<file path="src/rtl/prog_loader_pkg.sv">
// Shared definitions for the boot-image loader: FSM state encoding and the
// byte order of the length header and the instruction words in the stream.
package prog_loader_pkg;

    // Width of one stream element and of one assembled instruction word.
    localparam int BYTE_W = 8;
    localparam int WORD_W = 16;

    // Width of the word-count header that opens every image.
    localparam int LEN_W = 16;

    // Big-endian pairs: the first byte received lands in the upper half.
    localparam int HI_BYTE_LSB = 8;
    localparam int LO_BYTE_LSB = 0;

    // Loader FSM states.
    typedef enum logic [2:0] {
        IDLE    = 3'd0,
        LEN_HI  = 3'd1,
        LEN_LO  = 3'd2,
        DATA_HI = 3'd3,
        DATA_LO = 3'd4,
        WRITE   = 3'd5,
        DONE    = 3'd6,
        ERR     = 3'd7
    } state_t;

    // Join a high/low byte pair into a word using the stream byte order.
    function automatic logic [WORD_W-1:0] join_be(input logic [BYTE_W-1:0] first_byte,
                                                  input logic [BYTE_W-1:0] second_byte);
        logic [WORD_W-1:0] word;
        word = '0;
        word[HI_BYTE_LSB +: BYTE_W] = first_byte;
        word[LO_BYTE_LSB +: BYTE_W] = second_byte;
        return word;
    endfunction

endpackage

</file>
<file path="src/rtl/prog_loader.sv">
// Boot-image loader: accepts a length-prefixed byte stream, writes the
// assembled 16-bit words into instruction memory and holds the processor in
// reset until the complete image has been written.
// ADDR_W is expected in the range 1..16 (the header can count at most 65535 words).
module prog_loader
    import prog_loader_pkg::*;
#(
    parameter int ADDR_W = 8,
    parameter int DATA_W = 16
) (
    input  logic              clk,
    input  logic              reset,
    input  logic              start,
    input  logic              in_valid,
    input  logic [BYTE_W-1:0] in_data,
    output logic              in_ready,
    output logic              imem_we,
    output logic [ADDR_W-1:0] imem_addr,
    output logic [DATA_W-1:0] imem_wdata,
    output logic              cpu_reset,
    output logic              done,
    output logic              error
);

    // Memory depth expressed at header width plus one, so 2**16 still fits.
    localparam logic [LEN_W:0] DEPTH = {{LEN_W{1'b0}}, 1'b1} << ADDR_W;

    state_t            state_reg;
    logic [ADDR_W:0]   counter_reg;   // words written so far; one extra bit so a full memory is countable
    logic [ADDR_W:0]   len_reg;       // validated word count for the running session
    logic [BYTE_W-1:0] len_hi_reg;    // upper header byte, waiting for its partner
    logic [BYTE_W-1:0] data_hi_reg;   // upper instruction byte, waiting for its partner

    logic [LEN_W-1:0]  header_len;
    logic [LEN_W:0]    header_len_ext;
    logic              header_zero;
    logic              header_too_big;
    logic [ADDR_W:0]   counter_inc;
    logic              accept;
    logic              session_done;

    // Header decode uses the live low byte so the length decision is made on the accepting edge.
    assign header_len     = join_be(len_hi_reg, in_data);
    assign header_len_ext = {1'b0, header_len};
    assign header_zero    = (header_len == '0);
    assign header_too_big = (header_len_ext > DEPTH);
    assign counter_inc    = counter_reg + {{ADDR_W{1'b0}}, 1'b1};
    assign accept         = in_valid && in_ready;
    assign session_done   = (counter_inc == len_reg);

    // Loader FSM; every output is a register updated alongside the state.
    always_ff @(posedge clk or negedge reset) begin
        if (!reset) begin
            state_reg   <= IDLE;
            counter_reg <= '0;
            len_reg     <= '0;
            len_hi_reg  <= '0;
            data_hi_reg <= '0;
            in_ready    <= 1'b0;
            imem_we     <= 1'b0;
            imem_addr   <= '0;
            imem_wdata  <= '0;
            cpu_reset   <= 1'b1;
            done        <= 1'b0;
            error       <= 1'b0;
        end else begin
            // The write strobe is a single-cycle pulse; address and data simply hold.
            imem_we <= 1'b0;

            case (state_reg)
                // Idle and both terminal states react only to start; the outcome flags hold otherwise.
                IDLE, DONE, ERR: begin
                    if (start) begin
                        state_reg   <= LEN_HI;
                        counter_reg <= '0;
                        done        <= 1'b0;
                        error       <= 1'b0;
                        cpu_reset   <= 1'b1;
                        in_ready    <= 1'b1;
                    end
                end

                LEN_HI: begin
                    if (accept) begin
                        len_hi_reg <= in_data;
                        state_reg  <= LEN_LO;
                    end
                end

                // The full header is known here: empty image, oversize image or payload.
                LEN_LO: begin
                    if (accept) begin
                        if (header_zero) begin
                            state_reg <= DONE;
                            in_ready  <= 1'b0;
                            done      <= 1'b1;
                            cpu_reset <= 1'b0;
                        end else if (header_too_big) begin
                            state_reg <= ERR;
                            in_ready  <= 1'b0;
                            error     <= 1'b1;
                        end else begin
                            len_reg   <= header_len_ext[ADDR_W:0];
                            state_reg <= DATA_HI;
                        end
                    end
                end

                DATA_HI: begin
                    if (accept) begin
                        data_hi_reg <= in_data;
                        state_reg   <= DATA_LO;
                    end
                end

                // Low byte completes the word; the write strobe fires on the next cycle.
                DATA_LO: begin
                    if (accept) begin
                        state_reg  <= WRITE;
                        in_ready   <= 1'b0;
                        imem_we    <= 1'b1;
                        imem_addr  <= counter_reg[ADDR_W-1:0];
                        imem_wdata <= join_be(data_hi_reg, in_data);
                    end
                end

                // One-cycle write slot; count the word and decide whether the image is complete.
                WRITE: begin
                    counter_reg <= counter_inc;
                    if (session_done) begin
                        state_reg <= DONE;
                        done      <= 1'b1;
                        cpu_reset <= 1'b0;
                    end else begin
                        state_reg <= DATA_HI;
                        in_ready  <= 1'b1;
                    end
                end

                default: begin
                    state_reg <= IDLE;
                    in_ready  <= 1'b0;
                    cpu_reset <= 1'b1;
                end
            endcase
        end
    end

endmodule

</file>
<file path="config.mk">
export PLATFORM = sky130hd
export DESIGN_NAME = prog_loader
export DESIGN_NICKNAME = d
export VERILOG_FILES = /design/src/rtl/prog_loader_pkg.sv /design/src/rtl/prog_loader.sv
export SDC_FILE = /design/constraint.sdc
export NUM_CORES = 1
export LEC_CHECK = 0
export ABC_AREA = 1
export BUFFER_PORTS_ARGS = -buffer_cell sky130_fd_sc_hd__buf_2
export CORE_ASPECT_RATIO = 1.2
export CORE_MARGIN = 3
export CORE_UTILIZATION = 40
export CTS_CLUSTER_SIZE = 8
export DETAILED_ROUTE_END_ITERATION = 8
export SYNTH_ARGS = -nofsm -noshare
export SYNTH_HDL_FRONTEND = slang
export SYNTH_SLANG_ARGS = --single-unit
</file>
<file path="constraint.sdc">
create_clock -name clk -period 1.9 [get_ports clk]
set_input_delay 0.095 -clock clk [delete_from_list [all_inputs] [get_ports clk]]
set_output_delay 0.095 -clock clk [all_outputs]
set_load 0.02 [all_outputs]
</file>
== Yosys cells after proc, flatten, opt, wreduce, memory -nomap -nowiden ==
Index checks and enable logic that the tools add are counted.
Storage, ports and cells
  register bits: 66
  bits of input ports: 12
  word-level logic and storage cells: 85
Cells by class
  $add $sub $neg: 1
  order comparisons: 1
  eq/ne operators: 19
  muxes and demuxes: 33
  bitwise logic cells: 2
  reductions and logical operators: 17
Operators by type and width (number)
  3-bit two-way mux: 8
  2-bit inequality test, second input constant: 10
  1-bit two-way mux: 18
  3-bit case mux with 6 select lines: 1
  9-bit case mux with 2 select lines: 1
  16-bit by 9-bit > comparator with 1-bit output, second input constant: 1
  16-bit logical NOT: 1
  5-bit AND reduction: 3
  3-bit equality test, second input constant: 4
  9-bit by 1-bit adder with 9-bit output, second input constant: 1
  9-bit equality test: 1
  9-bit two-way mux: 1
  2-bit AND reduction: 4
  3-bit by 2-bit equality test with 1-bit output, second input constant: 2
  1-bit case mux with 3 select lines: 2
  6-bit AND reduction: 1
  1-bit case mux with 4 select lines: 1
  4-bit AND reduction: 1
  2-bit nonzero test: 2
  4-bit nonzero test: 1
  3-bit by 1-bit equality test with 1-bit output, second input constant: 1
  3-bit logical NOT: 1
  3-bit inequality test, second input constant: 1
  3-bit nonzero test: 1
  other kinds (4): 5

== Logic depth before layout (Yosys ltp) ==
  depth after elaboration: 5
  gate-level depth with buffers: 14

== Least setup slack after synthesis ==
No wires, ideal clock.
  path type: flip-flop to flip-flop
  start: register counter_reg[0]
  end: register done
  setup time: 0.117 ns
  arrival: 1.472 ns
  data required time: 1.783 ns
  slack: 0.311 ns
  stages on the path, launching flop included: 12
  buffers on the path: 0
  period minus slack after synthesis: 1.589 ns
  cells stage by stage: dfrtp_1 -> ha_1 -> xnor2_1 -> nand2_1 -> nor2_1 -> nand3_1 -> nor2_2 -> nand3_1 -> nand2_2 -> nand2_2 -> nand2_1 -> nand2_1
Between the ends
  cells in the longest elaborated chain, start to end: 4
Ends and longest elaborated chain
  start, declared: RTL line prog_loader.sv:29  | logic [ADDR_W:0] counter_reg;
  start signal, assigned: RTL line prog_loader.sv:129  | counter_reg <= counter_inc;
  9-bit by 1-bit adder with 9-bit output: RTL line prog_loader.sv:47  | assign counter_inc = counter_reg + {{ADDR_W{1'b0}}, 1'b1};
  9-bit equality test: RTL line prog_loader.sv:49  | assign session_done = (counter_inc == len_reg);
  2-bit inequality test (no line)
  5-bit AND reduction (no line)
  end signal, assigned: RTL line prog_loader.sv:64  | done <= 1'b0;
  end signal, assigned: RTL line prog_loader.sv:76  | done <= 1'b0;
  end signal, assigned: RTL line prog_loader.sv:96  | done <= 1'b1;
  end, declared: RTL line prog_loader.sv:21  | output logic done,
No other way between the ends.
A chain may end at the register's enable or synchronous reset.

== Final worst setup path ==
Same ends and word-level chain as after synthesis.

==> run metrics <==
CP cell instances ha_2 -> xnor2_1 -> nand2_1 -> nor2_1 -> nand3_1 -> nor2_2 -> nand3_1 -> nand2_2 -> nand2_2 -> nand2_1 -> nand2_1; area of the mapped netlist 3029 sq um; post-route ant nets 0; Primary FF master, synth dfrtp_1; syn nets 378; largest net degree at the start of global routing 41; first-pass GRT wire length 11550 microns; max FFs per register 16; Worst Setup End Kind register; fin crit period 1.733 ns; GRT Total Usage 0.1705; fin nets 431; asr flop ratio synth 1.000; Num CTS Buffers 9; Post-synth EDFFs 0; Synth cell types 28; DRT iter0 DRCs 86; row count 34; layout cells sized above 1 0.2246; CTS tree done; Placement Cell Area 3372 sq um; status finished clean; Avg WL per Cell 12.99 microns; Tcrit/Tclk final 0.9124; Synth area leader dfrtp_1; Max-slew headroom 0.5928; most frequent CP cell nand2_1; most frequent cells after synthesis nand2_1 (123), dfrtp_1 (65), o21ai_0 (32); hold crit path type in -> reg; Seq cells post-synth 66; Port Buffers 40; critical path launch point type register; slowest stage delay, CP 0.42 ns; placer's final routability congestion estimate 0.8383; footprint of the multi-input gates 1221 sq um; CP Max Fanout 4; maxcap violations 0; syn avg cell area 8.299 sq um; Routed WL 6663 microns; clk buf depth 2; Root Buffer clkbuf_8; Max Fclk 576.9 MHz; Worst-path clk slew 0.08 ns; Die W 85.44 microns; clock sinks 66; HPWL after DPL 4755 microns; post-synthesis sequential area ratio 0.5456; Clk Latency, worst-skew pair 0.34 ns; initial antenna violation count 0; H-tree levels 3; total die area 8658 sq um; Setup TNS 0 ns; P&R area growth vs syn 18.92%; Sequential cell area 1653 sq um; critical path type reg -> reg; total leakage power 1.845 nW; Yosys top cell area share 0.5370; via density per instance 4.867; Ys Warns 0; vias in the first global route 2447; Worst Path Arrival 1.96 ns; Slew @ Worst Pin 0.6098 ns; peak supply drop 896.0 uV; worst hold stages 3; fillers 740; final hold vios 0; skew final 0.01022 ns; Initial Utilization 0.4140; synth top area cells dfrtp_1 (54%), nand2_1 (15%), o21ai_0 (5.3%), nand3_1 (3.6%), o21ai_1 (3.1%); num ports 41; Setup violations, final 0; DRT Pass-1 Iters 4; Cells after Synth 365; Chip Height 101.3 microns; worst r2r path cells 11; PD cells 1564 nW/um^2; # DRC 0; CP max stage cell dfrtp_1; DR vias 2497; ant diodes 0; Overflow after GRT 0; Final Slew Violations 0; most instantiated library cell after synthesis nand2_1; area of the core 7317 sq um; Design Area, Final 3602 sq um; CP required 2.13 ns
power breakdown:
| part | internal [W] | switching, W | leakage [nW] | total [W] |
|---|---|---|---|---|
| registers | 0.00194 | 0.000351 | 0.861 | 0.00229 |
| logic | 0.000767 | 0.00137 | 0.883 | 0.00213 |
| clock network | 0.000617 | 0.000588 | 0.100 | 0.00121 |
| total | 0.00333 | 0.00231 | 1.84 | 0.00563 |
what timing repair did:
| item | CTS | global route |
|---|---|---|
| buffers inserted | 0 | 1 |
| resized for setup | 0 | 3 |
| hold endpoints to repair | 14 | 0 |
| endpoints found under the setup margin | 0 | 3 |
| hold buffers | 1 | 0 |
per-layer routing:
metal | track usage | part of all wire
met4 | 0.07186 | 0.012
met3 | 0.03499 | 0.033
met1 | 0.2137 | 0.47
met2 | 0.2871 | 0.48
met5 | 0 | 0
placed cells by master, fill, tap and decap left out, types with 4 or more instances in the layout:
cell | Yosys | final
nand3_1 | 22 | 22
dfrtp_1 | 65 | 65
nor2_1 | 21 | 21
nand2_1 | 123 | 123
o22ai_1 | 4 | 4
clkbuf_8 | 0 | 9
o21ai_1 | 19 | 18
a21oi_1 | 5 | 5
nor2_4 | 5 | 5
nor2_2 | 5 | 5
buf_4 | 0 | 7
inv_1 | 24 | 24
inv_2 | 11 | 11
nand4_1 | 4 | 4
o21ai_0 | 32 | 32
buf_2 | 1 | 40
nand3b_1 | 4 | 4
per-stage QoR:
step	power [W]	cells	utilization	hold WS [ns]	worst slack [ns]
detailed placement	0.004459	495	0.4608	0.04179	0.1389
global placement	0.004407	495	0.4608	0.04009	0.1803
global route	0.006089	513	0.4923	0.04912	-0.002159
finish	0.005632	513	0.4923	0.04517	0.1665
CTS	0.005694	512	0.4897	0.03084	0.1253
floorplan	0.003792	365	-	-0.2006	0.3111
cell families (layout without fill, tap and decap cells):
logic type / after synthesis / count (layout) / synth area share
AOI/OAI and AO/OA: 63 / 63 / 0.1086
xor gates and xnor gates: 2 / 2 / 0.005784
adders and majority gates: 1 / 1 / 0.004130
buffers and inverters: 42 / 100 / 0.05494
DFF: 66 / 66 / 0.5456
and+or+nand+nor: 191 / 191 / 0.2809
path summary, 6_finish.rpt:
check | start | end | slack [ns]
worst min-delay path | in_data[6] | len_reg[6] | 0.05
max in group asynchronous | reset | cpu_reset | 1.04
worst max register to register | counter_reg[0] | done | 0.17
worst max-delay path | counter_reg[0] | done | 0.17
min in group asynchronous | reset | counter_reg[2] | 0.21
worst min register to register | cpu_reset | cpu_reset | 0.46
layout make-up:
type                            count  share of cell area
Multi-Input combinational cell    257              0.3390
Tap cell                           90             0.03126
Clock inverter                      7             0.02154
Timing Repair Buffer               49             0.07850
Clock buffer                        9             0.03439
Inverter                           35             0.03647
Sequential cell                    66              0.4588
worst max-delay path, delay by kind of cell, from the launching register on:
kind | cells | cell delay (ns)
xor gates and xnor gates | 1 | 0.11
and+or+nand+nor | 9 | 0.74
DFF | 1 | 0.42
adders and majority gates | 1 | 0.35
No activity file was read; power rests on OpenSTA's default activity.
